## src/rtl/huffman_pkg.sv

```systemverilog
// Shared types and codebook for the Huffman encoder.
// Optional build macro: HUFF_STATS_EN (statistics counters on the top level).
package huffman_pkg;

   typedef struct packed {
      logic [31:0] value;
      logic [5:0]  code;
      logic [3:0]  len;
   } cb_entry_t;

   localparam int unsigned CB_N = 6;
   localparam logic [5:0] ESC_PREFIX = 6'b111111;

   // Codes are right-aligned in the code field; len gives the number of valid bits.
   localparam cb_entry_t CODEBOOK [CB_N] = '{
      '{value: 32'd0, code: 6'b000000, len: 4'd1},
      '{value: 32'd1, code: 6'b001000, len: 4'd4},
      '{value: 32'd2, code: 6'b001001, len: 4'd4},
      '{value: 32'd3, code: 6'b010100, len: 4'd5},
      '{value: 32'd4, code: 6'b010101, len: 4'd5},
      '{value: 32'd5, code: 6'b101100, len: 4'd6}
   };

   typedef enum logic [1:0] {ST_RUN, ST_EMIT, ST_FLUSH, ST_DONE} state_t;

endpackage

```

## src/rtl/huffman_code_lut.sv

```systemverilog
// Combinational symbol -> {code, len} lookup with escape fallback for small misses.
module huffman_code_lut
   import huffman_pkg::*;
#(
   parameter int unsigned ESC_W   = 4,
   parameter int unsigned MAX_LEN = 10,
   parameter int unsigned LEN_W   = 4
) (
   input  logic [31:0]        symbol,
   output logic [MAX_LEN-1:0] code,
   output logic [LEN_W-1:0]   len,
   output logic               hit,
   output logic               bad
);

   always_comb begin
      code = '0;
      len  = '0;
      hit  = 1'b0;
      bad  = 1'b0;
      for (int i = 0; i < CB_N; i++) begin
         if (!hit && symbol == CODEBOOK[i].value) begin
            hit  = 1'b1;
            code = MAX_LEN'(CODEBOOK[i].code);
            len  = LEN_W'(CODEBOOK[i].len);
         end
      end
      if (!hit) begin
         if ((symbol >> ESC_W) == 32'd0) begin
            code = MAX_LEN'({ESC_PREFIX, symbol[ESC_W-1:0]});
            len  = LEN_W'(6 + ESC_W);
         end else begin
            bad = 1'b1;
         end
      end
   end

endmodule

```

## src/rtl/huffman_encoder.sv

```systemverilog
// Packs Huffman codes MSB-first into OUT_W-bit words with load/ready and valid/ready handshakes.
// Optional build macro: HUFF_STATS_EN adds saturating symbol/bit/escape counters.
module huffman_encoder
   import huffman_pkg::*;
#(
   parameter int unsigned OUT_W   = 32,
   parameter int unsigned ESC_W   = 4,
   parameter int unsigned MAX_LEN = 10
) (
   input  logic             clk,
   input  logic             rst,
   input  logic [31:0]      symbol,
   input  logic             load,
   output logic             ready,
   input  logic             flush,
   output logic [OUT_W-1:0] out_word,
   output logic [5:0]       out_bits,
   output logic             out_valid,
   input  logic             out_ready,
   output logic             done,
   output logic             err
`ifdef HUFF_STATS_EN
   ,
   output logic [31:0]      stat_syms,
   output logic [31:0]      stat_bits,
   output logic [15:0]      stat_esc
`endif
);

   localparam int unsigned ACC_W  = OUT_W + MAX_LEN;
   localparam int unsigned FILL_W = $clog2(ACC_W + 1);
   localparam int unsigned LEN_W  = $clog2(MAX_LEN + 1);

   state_t              state_q, state_d;
   logic [ACC_W-1:0]    acc_q, acc_d;
   logic [FILL_W-1:0]   fill_q, fill_d;
   logic [FILL_W-1:0]   sh;
   logic                run_q, err_q;
   logic [MAX_LEN-1:0]  lut_code;
   logic [LEN_W-1:0]    lut_len;
   logic                lut_hit, lut_bad;
   logic                accept, append, word_full;

   huffman_code_lut #(
      .ESC_W   (ESC_W),
      .MAX_LEN (MAX_LEN),
      .LEN_W   (LEN_W)
   ) u_lut (
      .symbol (symbol),
      .code   (lut_code),
      .len    (lut_len),
      .hit    (lut_hit),
      .bad    (lut_bad)
   );

   assign accept    = load && ready;
   assign append    = accept && !lut_bad;
   assign word_full = fill_q >= FILL_W'(OUT_W);

   always_ff @(posedge clk or posedge rst) begin
      if (rst) begin
         state_q <= ST_RUN;
         acc_q   <= '0;
         fill_q  <= '0;
         run_q   <= 1'b0;
         err_q   <= 1'b0;
      end else begin
         state_q <= state_d;
         acc_q   <= acc_d;
         fill_q  <= fill_d;
         run_q   <= 1'b1;
         err_q   <= accept && lut_bad;
      end
   end

   // Bits below the fill point are always zero, so a flushed partial word is already padded.
   always_comb begin
      acc_d  = acc_q;
      fill_d = fill_q;
      sh     = FILL_W'(ACC_W) - fill_q - FILL_W'(lut_len);
      unique case (state_q)
         ST_RUN: begin
            if (append) begin
               acc_d  = acc_q | (ACC_W'(lut_code) << sh);
               fill_d = fill_q + FILL_W'(lut_len);
            end
         end
         ST_EMIT: begin
            if (out_ready) begin
               acc_d  = acc_q << OUT_W;
               fill_d = fill_q - FILL_W'(OUT_W);
            end
         end
         ST_FLUSH: begin
            if (out_ready && fill_q != '0) begin
               acc_d  = acc_q << OUT_W;
               fill_d = word_full ? fill_q - FILL_W'(OUT_W) : '0;
            end
         end
         ST_DONE: begin
            acc_d  = '0;
            fill_d = '0;
         end
         default: ;
      endcase
   end

   always_comb begin
      state_d = state_q;
      unique case (state_q)
         ST_RUN: begin
            if (fill_d >= FILL_W'(OUT_W)) state_d = ST_EMIT;
            else if (flush && !accept)    state_d = ST_FLUSH;
         end
         ST_EMIT:  if (out_ready) state_d = ST_RUN;
         ST_FLUSH: begin
            if (fill_q == '0)                  state_d = ST_DONE;
            else if (out_ready && !word_full)  state_d = ST_DONE;
         end
         ST_DONE:  state_d = ST_RUN;
         default:  state_d = ST_RUN;
      endcase
   end

   always_comb begin
      out_valid = (state_q == ST_EMIT) || (state_q == ST_FLUSH && fill_q != '0);
      out_word  = out_valid ? acc_q[ACC_W-1 -: OUT_W] : '0;
      out_bits  = '0;
      if (out_valid) out_bits = (state_q == ST_EMIT || word_full) ? 6'(OUT_W) : 6'(fill_q);
      ready     = run_q && (state_q == ST_RUN) && !word_full && !out_valid;
      done      = (state_q == ST_DONE);
      err       = err_q;
   end

`ifdef HUFF_STATS_EN
   logic [32:0] bits_sum;
   assign bits_sum = {1'b0, stat_bits} + 33'(lut_len);

   always_ff @(posedge clk or posedge rst) begin
      if (rst) begin
         stat_syms <= '0;
         stat_bits <= '0;
         stat_esc  <= '0;
      end else if (append) begin
         if (stat_syms != '1) stat_syms <= stat_syms + 32'd1;
         stat_bits <= bits_sum[32] ? '1 : bits_sum[31:0];
         if (!lut_hit && stat_esc != '1) stat_esc <= stat_esc + 16'd1;
      end
   end
`endif

endmodule

```

## config.mk

```make
export PLATFORM = sky130hd
export DESIGN_NAME = huffman_encoder
export DESIGN_NICKNAME = d
export VERILOG_FILES = /design/src/rtl/huffman_pkg.sv /design/src/rtl/huffman_code_lut.sv /design/src/rtl/huffman_encoder.sv
export SDC_FILE = /design/constraint.sdc
export NUM_CORES = 1
export LEC_CHECK = 0
export BUFFER_PORTS_ARGS = -buffer_cell sky130_fd_sc_hd__buf_2
export CAP_MARGIN = 20
export CORE_MARGIN = 10
export CORE_UTILIZATION = 55
export DETAILED_ROUTE_END_ITERATION = 8
export PLACE_DENSITY = 0.84
export RECOVER_POWER = 25
export SYNTH_ARGS = -nofsm -noshare
export SYNTH_HDL_FRONTEND = slang
export SYNTH_SLANG_ARGS = --single-unit
```

## constraint.sdc

```tcl
create_clock -name clk -period 4.35 [get_ports clk]
set_input_delay 0.435 -clock clk [delete_from_list [all_inputs] [get_ports clk]]
set_output_delay 0.435 -clock clk [all_outputs]
set_load 0.005 [all_outputs]
```

; ---- Word level (Yosys, flattened, before mapping)
; Cells that the tools add are included.
[totals]
ff_bits = 52
in_bits = 37
output_inout_bits = 42
elab_cells = 100
[classes]
add_sub_neg = 4
order_cmp = 2
eq_ne = 13
n_shift = 1
n_mux = 41
bitwise = 1
reduce_logical = 33
[op_table]
columns = cell, count
row1 = $pmux 42 s4, 1
row2 = $mux 42, 3
row3 = $eq 32x2->1 const B, 2
row4 = $eq 32x3->1 const B, 2
row5 = $logic_not 32->1, 2
row6 = $mux 6, 7
row7 = $or 42x42->42, 1
row8 = $shl 10x6->42, 1
row9 = $mux 4, 9
row10 = $eq 32x1->1 const B, 1
row11 = $mux 32, 1
row12 = $pmux 6 s4, 1
row13 = $mux 10, 2
row14 = $logic_and 1x1->1, 15
row15 = $ge 6x6->1 const B, 2
row16 = $mux 2, 5
row17 = $mux 5, 2
row18 = $logic_not 1->1, 9
row19 = $mux 1, 9
row20 = $pmux 2 s4, 1
row21 = $add 6x4->6, 1
row22 = $logic_not 6->1, 1
row23 = $ne 2x2->1 const B, 3
row24 = $ne 3x3->1 const B, 2
row25 = other kinds (9), 12

; ---- Longest topological paths before layout
; Gate-level depths: netlist of the first run.
[depth]
depth_word = 25
ltp_mapped = 19
mapped_depth_nobuf = 15

; ---- Modules after synthesis
; From an unflattened synthesis of the first run, not the netlist that was laid out.
[hier_totals]
cells_unflattened = 501
area_unflattened_um2 = 4255.3
[by_module_without_submodules]
columns = module, n_inst, cells_each, area_per_inst_um2, seq_area_each_um2
row1 = huffman_encoder, 1, 454, 3911.3, 1301.2
row2 = huffman_code_lut, 1, 47, 344.1, 0.0

; ---- Worst setup path before layout of the first run
; Ideal clock, no wire load.
[synth_path]
kind = input -> register
from = input symbol[28]
to = register acc_q[41]
setup_ns = 0.129
arrival_ns = 3.963
t_required_ns = 4.221
path_slack_ns = 0.257
path_stages = 16
path_buffers = 1
cell_sequence = nor4_1 > and4_1 > nand2_1 > clkbuf_1 > nor2_1 > inv_1 > ha_1 > ha_1 > inv_1 > fa_1 > xnor2_1 > nor3b_1 > nor4_1 > o22ai_1 > a311oi_1 > nor3_1
[synth_between]
elab_chain_len = 24
elab_cells_between_ends = 49
cone_classes = add/sub (1) / eq/ne (6) / shift (1) / mux (25) / bitwise (1) / reduce/logical (15)
[synth_lines]
columns = item, line
row1 = from (decl), huffman_encoder.sv:12  ; input logic [31:0] symbol,
row2 = $logic_not 32->1, huffman_code_lut.sv:22  ; if (!hit && symbol == CODEBOOK[i].value) begin
row3 = $mux 1, huffman_code_lut.sv:22
row4 = $logic_not 1->1, huffman_code_lut.sv:22
row5 = $logic_and 1x1->1, huffman_code_lut.sv:22
row6 = $mux 1, huffman_code_lut.sv:22
row7 = $logic_not 1->1, huffman_code_lut.sv:22
row8 = $logic_and 1x1->1, huffman_code_lut.sv:22
row9 = $mux 1, huffman_code_lut.sv:22
row10 = (+8 left out), -
row11 = $mux 4, huffman_code_lut.sv:22
row12 = $mux 4, huffman_code_lut.sv:29  ; if ((symbol >> ESC_W) == 32'd0) begin
row13 = $mux 4, huffman_code_lut.sv:28  ; if (!hit) begin
row14 = $sub 6x4->6, huffman_encoder.sv:80  ; sh = FILL_W'(ACC_W) - fill_q - FILL_W'(lut_len);
row15 = $shl 10x6->42, huffman_encoder.sv:84  ; acc_d = acc_q | (ACC_W'(lut_code) << sh);
row16 = $or 42x42->42, huffman_encoder.sv:84
row17 = $mux 42, huffman_encoder.sv:83  ; if (append) begin
row18 = $pmux 42 s4, huffman_encoder.sv:81  ; unique case (state_q)
row19 = to (signal assigned), huffman_encoder.sv:63  ; acc_q <= '0;
row20 = to (signal assigned), huffman_encoder.sv:69  ; acc_q <= acc_d;
row21 = to (decl), huffman_encoder.sv:35  ; logic [ACC_W-1:0] acc_q, acc_d;
; Parallel ways exist; a longest one is shown, timed or not. The select of a mux whose other input is x is not followed.
; A chain may end at the register's enable or synchronous reset.

; ---- Final worst setup path of the first run
[layout_path]
from = input symbol[29]
to = register acc_q[7]
; Same word-level chain as after synthesis.

==> results of run 1 <==
## registers in the layout (all words and copies together) (netlist names)
| name | flops |
|---|---|
| fill_q | 6 |
| err | 1 |
| state_q | 2 |
| acc_q | 42 |
| run_q | 1 |
## per-layer routing
layer / global-route usage / part of all wire / up-vias
met5: 0 / 0 / -
met4: 0.0762 / 0.024 / 0
met3: 0.0304 / 0.089 / 37
met2: 0.353 / 0.47 / 255
met1: 0.301 / 0.42 / 2173
li1: - / - / 2158
## cell families (layout without fill, tap and decap cells)
group,Yosys count,after routing,share of synthesized area
other,1,1,0.000855
flip-flops,52,52,0.297
AO/OA/AOI/OAI,163,163,0.256
XOR/XNOR,9,9,0.0180
AND/OR/NAND/NOR,232,232,0.279
multiplexers,6,6,0.0140
buffers and inverters,71,145,0.0673
adder cells (fa/ha/maj),22,22,0.0679
## layout make-up
type | count | share of cell area
Clock buffer | 5 | 0.0137
Multi-Input combinational cell | 433 | 0.554
Clock inverter | 3 | 0.00919
Tap cell | 102 | 0.0253
Timing Repair Buffer | 104 | 0.115
Sequential cell | 52 | 0.258
Inverter | 33 | 0.0246
## final timing paths
check                                 from        end  slack, ps
min in group clk                 acc_q[11]  acc_q[11]        490
worst min-delay path                   rst  acc_q[20]        340
worst min register to register   acc_q[11]  acc_q[11]        490
worst max-delay path            symbol[29]   acc_q[7]        410
worst max register to register  state_q[0]   acc_q[7]        990
max in group asynchronous              rst  acc_q[18]       2070
## power breakdown
group | switching, uW | internal [uW] | total, uW
clock | 181 | 174 | 355
sequential | 44.2 | 545 | 589
combinational | 563 | 276 | 839
## cells in the final DEF, fill, tap and decap left out, types with 4 or more instances in the layout
cell type	synthesis	layout
a211oi_1	19	19
a21o_1	4	4
a21oi_1	27	27
a221oi_1	4	4
a22oi_1	5	5
a311oi_1	6	6
a31oi_1	19	19
a32oi_1	5	5
and2_1	36	36
and3_1	5	5
buf_2	8	78
buf_4	1	25
clkbuf_8	0	5
dfrtp_1	52	52
ha_1	19	19
inv_1	32	32
mux2i_1	5	5
nand2_1	44	44
nand2b_1	5	5
nand3_1	21	21
nand4_1	4	4
nor2_1	63	63
nor2b_1	7	7
nor3_1	10	10
nor3b_1	8	8
nor4_1	11	11
o211ai_1	9	9
o21ai_0	21	21
o21ai_1	4	4
o21bai_1	4	4
o22ai_1	8	8
xnor2_1	5	5
xor2_1	4	4
## stage by stage
step | power (uW) | cells
after floorplan | 1200 | 556
after global placement | 1400 | 723
after detailed placement | 1420 | 723
after CTS | 1770 | 731
after global routing | 1890 | 732
final | 1780 | 732
==> run_summary.xml, run 1 <==
<?xml version="1.0" encoding="UTF-8"?>
<metrics>
  <group name="status">
    <metric name="status" unit="">finished with violations</metric>
    <metric name="failed_checks" unit="">max-capacitance violations, max-slew violations</metric>
  </group>
  <group name="layout">
    <metric name="multi_input_area" unit="um^2">2790</metric>
    <metric name="area_delta_synth_final" unit="%">14.9</metric>
    <metric name="num_antenna_cells" unit="">0</metric>
    <metric name="design.final.nets" unit="">688</metric>
    <metric name="filler_cell_count" unit="">674</metric>
    <metric name="drive_gt1_frac" unit="">0.202</metric>
    <metric name="finalInstanceArea" unit="um^2">5040</metric>
    <metric name="final_util" unit="">0.652</metric>
    <metric name="seq_area" unit="um^2">1300</metric>
  </group>
  <group name="placement">
    <metric name="placement.io_buffers" unit="">78</metric>
    <metric name="placement.cell_area" unit="um^2">4920</metric>
    <metric name="gp_routability_congestion" unit="">0.904</metric>
    <metric name="pre_cts_slack" unit="ps">158</metric>
    <metric name="dp_hpwl" unit="um">9970</metric>
  </group>
  <group name="clock_network">
    <metric name="clk_transition_reported_paths" unit="ps">110</metric>
    <metric name="buffers_inserted_during_post_cts_setup_optimization" unit="">0</metric>
    <metric name="number_of_buffers_created_by_cts" unit="">5</metric>
    <metric name="tritoncts" unit="">built</metric>
    <metric name="cts_htree_levels" unit="">2</metric>
    <metric name="clock_tree.buffer_depth" unit="">2</metric>
    <metric name="cts_root_buf" unit="">clkbuf_8</metric>
    <metric name="cts_resized" unit="">0</metric>
    <metric name="cts_num_sinks" unit="">52</metric>
    <metric name="worstSkewPairLatency" unit="ps">320</metric>
    <metric name="holdBufCountCts" unit="">0</metric>
  </group>
  <group name="synthesis">
    <metric name="synth_area_per_cell" unit="um^2">7.89</metric>
    <metric name="synth_area_leaders" unit="">dfrtp_1, ha_1, nor2_1, and2_1, nand2_1</metric>
    <metric name="synth_top_cell_by_area" unit="">dfrtp_1</metric>
    <metric name="postSynth.asyncResetShare" unit="">1.00</metric>
    <metric name="synth.top_cells.by_count" unit="">nor2_1, dfrtp_1, nand2_1</metric>
    <metric name="netlist-cell-type-count" unit="">67</metric>
    <metric name="yosys.area.top_type_share" unit="">0.297</metric>
    <metric name="synth-edff-count" unit="">0</metric>
    <metric name="postSynthCellCount" unit="">556</metric>
    <metric name="synth.ff_latch_count" unit="">52</metric>
    <metric name="synth_warnings" unit="">0</metric>
    <metric name="post_synth_instance_area" unit="um^2">4390</metric>
    <metric name="postSynth.topFlopCell" unit="">dfrtp_1</metric>
    <metric name="synth.yosys.seq_area_share" unit="">0.297</metric>
    <metric name="yosys.cell_count.top_type" unit="">nor2_1</metric>
    <metric name="synthesis.nets" unit="">615</metric>
  </group>
  <group name="grt">
    <metric name="grtUsageTotal" unit="">0.221</metric>
    <metric name="grt_max_degree" unit="">53</metric>
    <metric name="grt_pass1_vias" unit="">4226</metric>
    <metric name="grt_pass1_wl" unit="um">21400</metric>
    <metric name="grt_antenna_before_repair" unit="">0</metric>
    <metric name="grt_overflow" unit="">0</metric>
  </group>
  <group name="setup_path">
    <metric name="critical_path.cell_chain" unit="">buf_2 -&gt; nor4_1 -&gt; and4_1 -&gt; nand2_1 -&gt; nor2_1 -&gt; inv_1 -&gt; ha_1 -&gt; ha_1 -&gt; inv_1 -&gt; fa_1 -&gt; o21bai_1 -&gt; a21oi_1 -&gt; xnor2_1 -&gt; nor4_4 -&gt; buf_4 -&gt; o211ai_1 -&gt; a21oi_1</metric>
    <metric name="worst_setup_path_category" unit="">in -&gt; reg</metric>
    <metric name="worstSetupStartpointType" unit="">input port</metric>
    <metric name="crit_path_end_kind" unit="">register</metric>
    <metric name="worstSetupPathDepth" unit="">17</metric>
    <metric name="cpLargestDelayFamily" unit="">simple AND/OR/NAND/NOR gates</metric>
    <metric name="slowest_stage" unit="">nor4_4</metric>
    <metric name="critical_path_arrival" unit="ps">4180</metric>
    <metric name="reg2reg_depth" unit="">9</metric>
    <metric name="maximum_net_fanout_on_the_critical_path" unit="">9</metric>
    <metric name="cp.required" unit="ps">4590</metric>
    <metric name="path_buf_inv" unit="">4</metric>
    <metric name="crit_path_max_incr_delay" unit="ps">520</metric>
  </group>
  <group name="power">
    <metric name="static-leakage-power" unit="uW">0.00230</metric>
    <metric name="peakVddDrop" unit="uV">212</metric>
    <metric name="power_density" unit="nW/um^2">354</metric>
  </group>
  <group name="die">
    <metric name="core_area" unit="um^2">7730</metric>
    <metric name="placement_rows" unit="">32</metric>
    <metric name="die_height" unit="um">109</metric>
    <metric name="io_pins" unit="">79</metric>
    <metric name="initial_utilization" unit="">0.568</metric>
    <metric name="chipWidth" unit="um">109</metric>
    <metric name="dieArea" unit="um^2">11900</metric>
  </group>
  <group name="hold_path">
    <metric name="hp-class" unit="">in -&gt; async</metric>
  </group>
  <group name="timing">
    <metric name="finalMaxSlewViolations" unit="">28</metric>
    <metric name="timing.final.crit_period" unit="ps">3940</metric>
    <metric name="skew_final" unit="ps">5.67</metric>
    <metric name="finalHoldWorstSlack" unit="ps">336</metric>
    <metric name="timing.final.crit_share" unit="">0.905</metric>
    <metric name="fin_ws" unit="ps">414</metric>
    <metric name="timing_worst_slew_pin_value" unit="ps">1530</metric>
    <metric name="report.final.setup_viol" unit="">0</metric>
    <metric name="max_freq" unit="GHz">0.254</metric>
    <metric name="fin_tns_setup" unit="ps">0</metric>
    <metric name="report.final.hold_viol_count" unit="">0</metric>
    <metric name="grt_setup_unrepaired" unit="">no</metric>
    <metric name="worst_slew_margin_rel" unit="">-0.0219</metric>
  </group>
  <group name="drt">
    <metric name="route.antenna.remaining_nets" unit="">0</metric>
    <metric name="routed-via-count" unit="">4623</metric>
    <metric name="via_per_inst" unit="">6.32</metric>
    <metric name="drt_pre_antenna_iters" unit="">5</metric>
    <metric name="post_drt_wl_per_cell" unit="um">18.3</metric>
    <metric name="first_iter_violations" unit="">429</metric>
    <metric name="detail_route.drc_violations" unit="">0</metric>
    <metric name="routed_wl" unit="um">13400</metric>
  </group>
  <group name="job">
    <metric name="max_cap_violations" unit="">1</metric>
  </group>
</metrics>
(Power assumes the default switching activity.)
==> run 2: changes to the inputs <==
Settings changed: ABC_AREA from default to 1, PLACE_DENSITY 0.84 to 0.85.
==> run_summary.xml, run 2 <==
<?xml version="1.0" encoding="UTF-8"?>
<metrics>
  <group name="power">
    <metric name="switching_share" unit="">0.475</metric>
    <metric name="power.combinational.fraction" unit="">0.534</metric>
    <metric name="power_density" unit="nW/um^2">408</metric>
    <metric name="peakVddDrop" unit="uV">415</metric>
    <metric name="p_switching" unit="uW">897</metric>
    <metric name="static-leakage-power" unit="uW">0.00244</metric>
    <metric name="p_int" unit="uW">991</metric>
    <metric name="clockPowerShare" unit="">0.151</metric>
    <metric name="power_frac_seq" unit="">0.315</metric>
  </group>
  <group name="timing">
    <metric name="timing_worst_slew_pin_value" unit="ps">1410</metric>
    <metric name="max_freq" unit="GHz">0.259</metric>
    <metric name="fin_tns_setup" unit="ps">0</metric>
    <metric name="timing.final.crit_share" unit="">0.887</metric>
    <metric name="finalHoldWorstSlack" unit="ps">329</metric>
    <metric name="grt_setup_unrepaired" unit="">no</metric>
    <metric name="skew_final" unit="ps">3.75</metric>
    <metric name="finalMaxSlewViolations" unit="">0</metric>
    <metric name="worst_slew_margin_rel" unit="">0.0582</metric>
    <metric name="report.final.hold_viol_count" unit="">0</metric>
    <metric name="timing.final.crit_period" unit="ps">3860</metric>
    <metric name="report.final.setup_viol" unit="">0</metric>
  </group>
  <group name="layout">
    <metric name="area_delta_synth_final" unit="%">14.4</metric>
    <metric name="design.final.nets" unit="">750</metric>
    <metric name="top_register" unit="">acc_q</metric>
    <metric name="num_antenna_cells" unit="">0</metric>
    <metric name="max_ffs_per_register" unit="">42</metric>
    <metric name="drive_gt1_frac" unit="">0.165</metric>
    <metric name="layout.cells.most_common" unit="">nand2_1</metric>
    <metric name="largest_registers" unit="">acc_q x42, fill_q x6, state_q x2</metric>
    <metric name="mostFrequentLayoutCells" unit="">nand2_1, nor2_1, inv_1</metric>
  </group>
  <group name="synthesis">
    <metric name="post_synth_instance_area" unit="um^2">4050</metric>
    <metric name="synth-edff-count" unit="">0</metric>
    <metric name="yosys.area.top_type_share" unit="">0.321</metric>
    <metric name="synthesis.nets" unit="">677</metric>
    <metric name="synth.top_cells.by_count" unit="">nand2_1, nor2_1, inv_1</metric>
    <metric name="synth.yosys.seq_area_share" unit="">0.321</metric>
    <metric name="yosys.cell_count.top_type" unit="">nand2_1</metric>
    <metric name="synth.ff_latch_count" unit="">52</metric>
    <metric name="synth_top_cell_by_area" unit="">dfrtp_1</metric>
    <metric name="postSynth.topFlopCell" unit="">dfrtp_1</metric>
    <metric name="synth_warnings" unit="">0</metric>
    <metric name="synth_area_leaders" unit="">dfrtp_1, nand2_1, nor2_1, inv_1, a21oi_1</metric>
    <metric name="netlist-cell-type-count" unit="">40</metric>
    <metric name="postSynth.asyncResetShare" unit="">1.00</metric>
    <metric name="postSynthCellCount" unit="">618</metric>
    <metric name="synth_area_per_cell" unit="um^2">6.55</metric>
  </group>
  <group name="setup_path">
    <metric name="crit_path_end_kind" unit="">register</metric>
    <metric name="critical_path_arrival" unit="ps">4100</metric>
    <metric name="worstSetupStartpointType" unit="">input port</metric>
    <metric name="worst_setup_path_category" unit="">in -&gt; reg</metric>
    <metric name="cp.required" unit="ps">4590</metric>
    <metric name="maximum_net_fanout_on_the_critical_path" unit="">14</metric>
  </group>
  <group name="drt">
    <metric name="via_per_inst" unit="">5.30</metric>
    <metric name="routed_wl" unit="um">11300</metric>
    <metric name="detail_route.drc_violations" unit="">0</metric>
    <metric name="post_drt_wl_per_cell" unit="um">14.3</metric>
    <metric name="top_signal_layer_used" unit="">met4</metric>
    <metric name="first_iter_violations" unit="">302</metric>
    <metric name="met1_length" unit="um">4970</metric>
    <metric name="routed-via-count" unit="">4195</metric>
    <metric name="route.antenna.remaining_nets" unit="">0</metric>
    <metric name="routed-wl-met2" unit="um">5410</metric>
    <metric name="drt_pre_antenna_iters" unit="">5</metric>
    <metric name="met3RoutedLength" unit="um">680</metric>
  </group>
  <group name="clock_network">
    <metric name="cts_num_sinks" unit="">52</metric>
    <metric name="clk_transition_reported_paths" unit="ps">100</metric>
    <metric name="tritoncts" unit="">built</metric>
    <metric name="cts_resized" unit="">0</metric>
    <metric name="cts_htree_levels" unit="">2</metric>
    <metric name="holdBufCountCts" unit="">0</metric>
    <metric name="number_of_buffers_created_by_cts" unit="">5</metric>
    <metric name="buffers_inserted_during_post_cts_setup_optimization" unit="">0</metric>
    <metric name="worstSkewPairLatency" unit="ps">310</metric>
    <metric name="cts_root_buf" unit="">clkbuf_8</metric>
    <metric name="clock_tree.buffer_depth" unit="">2</metric>
  </group>
  <group name="grt">
    <metric name="grt_overflow" unit="">0</metric>
    <metric name="grt_pass1_wl" unit="um">18700</metric>
    <metric name="grt_max_degree" unit="">53</metric>
    <metric name="grt_antenna_before_repair" unit="">0</metric>
    <metric name="grt_pass1_vias" unit="">4070</metric>
    <metric name="grtUsageTotal" unit="">0.195</metric>
  </group>
  <group name="placement">
    <metric name="placement.io_buffers" unit="">78</metric>
    <metric name="gp_routability_congestion" unit="">0.932</metric>
    <metric name="dp_hpwl" unit="um">8830</metric>
  </group>
  <group name="job">
    <metric name="max_cap_violations" unit="">0</metric>
  </group>
  <group name="die">
    <metric name="core_area" unit="um^2">7210</metric>
    <metric name="io_pins" unit="">79</metric>
    <metric name="placement_rows" unit="">31</metric>
    <metric name="dieArea" unit="um^2">11200</metric>
    <metric name="initial_utilization" unit="">0.561</metric>
    <metric name="chipWidth" unit="um">106</metric>
    <metric name="die_height" unit="um">106</metric>
  </group>
  <group name="status">
    <metric name="status" unit="">complete, no violations</metric>
  </group>
  <group name="hold_path">
    <metric name="hp-class" unit="">in -&gt; async</metric>
  </group>
</metrics>
==> run 2: cell count changes after synthesis, sizes merged, moves of 11 or more <==
cell and change:
nor4 -13, a21oi +27, nor2 +46, inv +68, and2 -36, a31oi -14, nand2 +111, a211oi -19
clkbuf -11, nand3 +20
==> run 2: path summary, 6_finish.rpt <==
path | depth (start not counted) | to | slack (ps) | start
min in group clk | 3 | err | 440 | load
setup reg to reg | 15 | acc_q[35] | 1210 | fill_q[1]
max in group asynchronous | 3 | fill_q[1] | 2210 | rst
hold reg to reg | 2 | acc_q[0] | 510 | acc_q[0]
hold / removal | 2 | acc_q[39] | 330 | rst
setup / recovery | 23 | acc_q[35] | 490 | symbol[9]
==> run 2: cell families (layout without fill, tap and decap cells) <==
family          count (synthesis)  count (layout)  synth area share
simple gates                  324             324             0.346
buf+inv                       120             194             0.116
compound gates                 93              93             0.127
flops                          52              52             0.321
fa+ha+maj                      22              22            0.0736
xor+xnor                        4               4            0.0105
mux                             2               2           0.00495
other cells                     1               1          0.000926
==> run 2: routing by layer <==
metal  track usage  vias up
met4        0.0551        0
met2         0.334      158
met5             0        -
met1         0.244     1925
met3        0.0384       24
li1              -     2088
==> run 2: critical path: stages <==
cell     delay, ps
buf_2           90
nor2_1          90
nand2_1         70
nor2_2         130
nand2_1        100
nor2_4         280
nand3_1        180
nand2_1        130
inv_2           40
nand3_1         80
ha_1           210
inv_1           90
fa_1           550
nor2_1          50
o21ai_0        140
nand2_1         80
xnor2_1        210
inv_1          120
nor2_1         470
nand3_1        220
nand3_1        120
nand2_1         60
a21oi_1        150
==> run 2: cell type report <==
class,count,area (um^2)
multi-input combinational,446,2280
timing repair buffer,85,459
tap,99,124
clock buffer,6,72.6
inverter,101,379
fill,686,2580
clock inverter,2,13.8
sequential,52,1300
==> run 2: stage by stage <==
| step | setup slack [ps] | total power (uW) | utilization | cells | instance area, um^2 |
|---|---|---|---|---|---|
| 2_1_floorplan | 704 | 1310 | - | 618 | 4050 |
| 3_3_place_gp | 446 | 1520 | 0.625 | 781 | 4510 |
| 3_5_place_dp | 206 | 1610 | 0.629 | 782 | 4540 |
| 4_1_cts | 519 | 1890 | 0.641 | 790 | 4630 |
| 5_1_grt | 102 | 2050 | 0.642 | 791 | 4630 |
| 6_report | 491 | 1890 | 0.642 | 791 | 4630 |
==> run 2: power by group through the flow <==
stage | logic [uW] | registers (uW) | clock network (uW)
detailed placement | 1000 | 604 | 0
CTS | 1010 | 593 | 286
finish | 1010 | 594 | 285
global route | 1130 | 603 | 307
floorplan | 718 | 591 | 0
global placement | 926 | 598 | 0
==> run 3: changes to the inputs <==
Settings changed: CTS_BUF_LIST from default to sky130_fd_sc_hd__clkbuf_16.
==> run_summary.xml, run 3 (same netlist as run 2, synthesis figures left out) <==
<?xml version="1.0" encoding="UTF-8"?>
<metrics>
  <group name="layout">
    <metric name="drive_gt1_frac" unit="">0.165</metric>
    <metric name="filler_cell_count" unit="">668</metric>
    <metric name="area_delta_synth_final" unit="%">15.8</metric>
    <metric name="largest_registers" unit="">acc_q x42, fill_q x6, state_q x2</metric>
    <metric name="top_register" unit="">acc_q</metric>
    <metric name="design.final.nets" unit="">750</metric>
    <metric name="mostFrequentLayoutCells" unit="">nand2_1, nor2_1, inv_1</metric>
    <metric name="layout.cells.most_common" unit="">nand2_1</metric>
    <metric name="max_ffs_per_register" unit="">42</metric>
    <metric name="num_antenna_cells" unit="">0</metric>
  </group>
  <group name="setup_path">
    <metric name="worst_setup_path_category" unit="">in -&gt; reg</metric>
    <metric name="critical_path_arrival" unit="ps">4090</metric>
    <metric name="crit_path_max_incr_delay" unit="ps">550</metric>
    <metric name="r2r_setup_slack" unit="ps">1220</metric>
    <metric name="critical_path.cell_chain" unit="">buf_2 -&gt; nor2_1 -&gt; nand2_1 -&gt; nor2_2 -&gt; nand2_1 -&gt; nor2_4 -&gt; nand3_1 -&gt; nand2_1 -&gt; inv_2 -&gt; nand3_1 -&gt; ha_1 -&gt; inv_1 -&gt; fa_1 -&gt; nor2_1 -&gt; o21ai_0 -&gt; nand2_1 -&gt; xnor2_1 -&gt; inv_1 -&gt; nor2_1 -&gt; nand3_1 -&gt; nand3_1 -&gt; nand2_1 -&gt; a21oi_1</metric>
    <metric name="cp.required" unit="ps">4570</metric>
    <metric name="crit_path_end_kind" unit="">register</metric>
    <metric name="worstSetupStartpointType" unit="">input port</metric>
    <metric name="crit_top_cell" unit="">nand2_1</metric>
    <metric name="slowest_stage" unit="">fa_1</metric>
    <metric name="maximum_net_fanout_on_the_critical_path" unit="">14</metric>
  </group>
  <group name="timing">
    <metric name="report.final.hold_viol_count" unit="">0</metric>
    <metric name="timing.final.crit_share" unit="">0.889</metric>
    <metric name="report.final.setup_viol" unit="">0</metric>
    <metric name="finalMaxSlewViolations" unit="">30</metric>
    <metric name="skew_final" unit="ps">1.99</metric>
    <metric name="worst_slew_margin_rel" unit="">-0.0249</metric>
    <metric name="grt_setup_unrepaired" unit="">no</metric>
    <metric name="fin_tns_setup" unit="ps">0</metric>
    <metric name="timing.final.crit_period" unit="ps">3870</metric>
    <metric name="max_freq" unit="GHz">0.259</metric>
    <metric name="timing_worst_slew_pin_value" unit="ps">1540</metric>
  </group>
  <group name="clock_network">
    <metric name="clk_transition_reported_paths" unit="ps">70</metric>
    <metric name="cts_num_sinks" unit="">52</metric>
    <metric name="buffers_inserted_during_post_cts_setup_optimization" unit="">0</metric>
    <metric name="tritoncts" unit="">built</metric>
    <metric name="cts_root_buf" unit="">clkbuf_16</metric>
    <metric name="clock_tree.buffer_depth" unit="">2</metric>
    <metric name="cts_htree_levels" unit="">2</metric>
    <metric name="holdBufCountCts" unit="">0</metric>
    <metric name="number_of_buffers_created_by_cts" unit="">5</metric>
    <metric name="worstSkewPairLatency" unit="ps">290</metric>
    <metric name="cts_resized" unit="">0</metric>
  </group>
  <group name="drt">
    <metric name="post_drt_wl_per_cell" unit="um">14.4</metric>
    <metric name="via_per_inst" unit="">5.28</metric>
    <metric name="first_iter_violations" unit="">386</metric>
    <metric name="routed_wl" unit="um">11400</metric>
    <metric name="route.antenna.remaining_nets" unit="">0</metric>
    <metric name="routed-via-count" unit="">4179</metric>
    <metric name="detail_route.drc_violations" unit="">0</metric>
    <metric name="drt_pre_antenna_iters" unit="">5</metric>
  </group>
  <group name="job">
    <metric name="max_cap_violations" unit="">1</metric>
  </group>
  <group name="power">
    <metric name="clockPowerShare" unit="">0.197</metric>
    <metric name="power_frac_seq" unit="">0.297</metric>
    <metric name="static-leakage-power" unit="uW">0.00247</metric>
    <metric name="power_density" unit="nW/um^2">427</metric>
    <metric name="peakVddDrop" unit="uV">420</metric>
    <metric name="power.combinational.fraction" unit="">0.506</metric>
    <metric name="p_int" unit="uW">1090</metric>
    <metric name="p_switching" unit="uW">911</metric>
    <metric name="switching_share" unit="">0.455</metric>
    <metric name="total_power" unit="uW">2000</metric>
  </group>
  <group name="grt">
    <metric name="grtUsageTotal" unit="">0.197</metric>
    <metric name="grt_max_degree" unit="">53</metric>
    <metric name="grt_antenna_before_repair" unit="">0</metric>
    <metric name="grt_overflow" unit="">0</metric>
    <metric name="grt_pass1_wl" unit="um">18900</metric>
    <metric name="grt_pass1_vias" unit="">4092</metric>
  </group>
  <group name="status">
    <metric name="failed_checks" unit="">max-capacitance violations, max-slew violations</metric>
    <metric name="status" unit="">finished with violations</metric>
  </group>
  <group name="die">
    <metric name="chipWidth" unit="um">106</metric>
    <metric name="io_pins" unit="">79</metric>
    <metric name="dieArea" unit="um^2">11200</metric>
    <metric name="die_height" unit="um">106</metric>
    <metric name="placement_rows" unit="">31</metric>
    <metric name="initial_utilization" unit="">0.561</metric>
    <metric name="core_area" unit="um^2">7210</metric>
  </group>
  <group name="placement">
    <metric name="gp_routability_congestion" unit="">0.932</metric>
    <metric name="placement.io_buffers" unit="">78</metric>
    <metric name="dp_hpwl" unit="um">8830</metric>
  </group>
  <group name="hold_path">
    <metric name="hp-class" unit="">in -&gt; async</metric>
  </group>
</metrics>
==> run 3: power groups by stage <==
| stage | combinational, uW | clock (uW) | sequential (uW) |
|---|---|---|---|
| finish | 1010 | 394 | 594 |
| global route | 1140 | 420 | 604 |
| CTS | 1010 | 396 | 594 |
| detailed placement | 1000 | 0 | 604 |
| global placement | 926 | 0 | 598 |
| floorplan | 718 | 0 | 591 |
==> run 3: critical path: cells and delay by family <==
kind	cells	cell delay (ps)
buf+inv	4	340
xor+xnor	1	200
fa+ha+maj	2	760
compound gates	2	290
simple gates	14	2050
==> run 3: final timing paths <==
| path | cells after the start | endpoint | start |
|---|---|---|---|
| max | 23 | acc_q[35] | symbol[9] |
| min | 2 | acc_q[39] | rst |
| max reg2reg | 16 | acc_q[22] | state_q[0] |
| min reg2reg | 2 | acc_q[0] | acc_q[0] |
| max in group asynchronous | 3 | acc_q[16] | rst |
| min in group clk | 3 | err | load |
==> run 3: metal layers <==
| layer | vias to the layer above | global-route usage | part of all wire |
|---|---|---|---|
| met3 | 21 | 0.0390 | 0.065 |
| li1 | 2088 | - | - |
| met5 | - | 0 | 0 |
| met2 | 157 | 0.337 | 0.48 |
| met1 | 1913 | 0.246 | 0.43 |
| met4 | 0 | 0.0551 | 0.018 |
==> run 3: layout make-up <==
| type | instances | area (um^2) | area share |
|---|---|---|---|
| clock inverters | 3 | 17.5 | 0.00374 |
| flip-flops and latches | 52 | 1300 | 0.278 |
| repair buffers | 85 | 459 | 0.0980 |
| inverters | 101 | 379 | 0.0809 |
| multi-input cells | 446 | 2280 | 0.487 |
| clock buffers | 5 | 125 | 0.0267 |
| well taps | 99 | 124 | 0.0264 |
==> run 3: metrics by stage <==
stage / std cells / utilization / hold WS [ps] / setup WS, ps / cell area, um^2
after global placement: 781 / 0.625 / 484 / 446 / 4510
after floorplan: 618 / - / 463 / 704 / 4050
after global routing: 791 / 0.649 / 398 / 104 / 4690
final: 791 / 0.649 / 332 / 483 / 4690
after detailed placement: 782 / 0.629 / 485 / 206 / 4540
after CTS: 790 / 0.649 / 460 / 505 / 4680
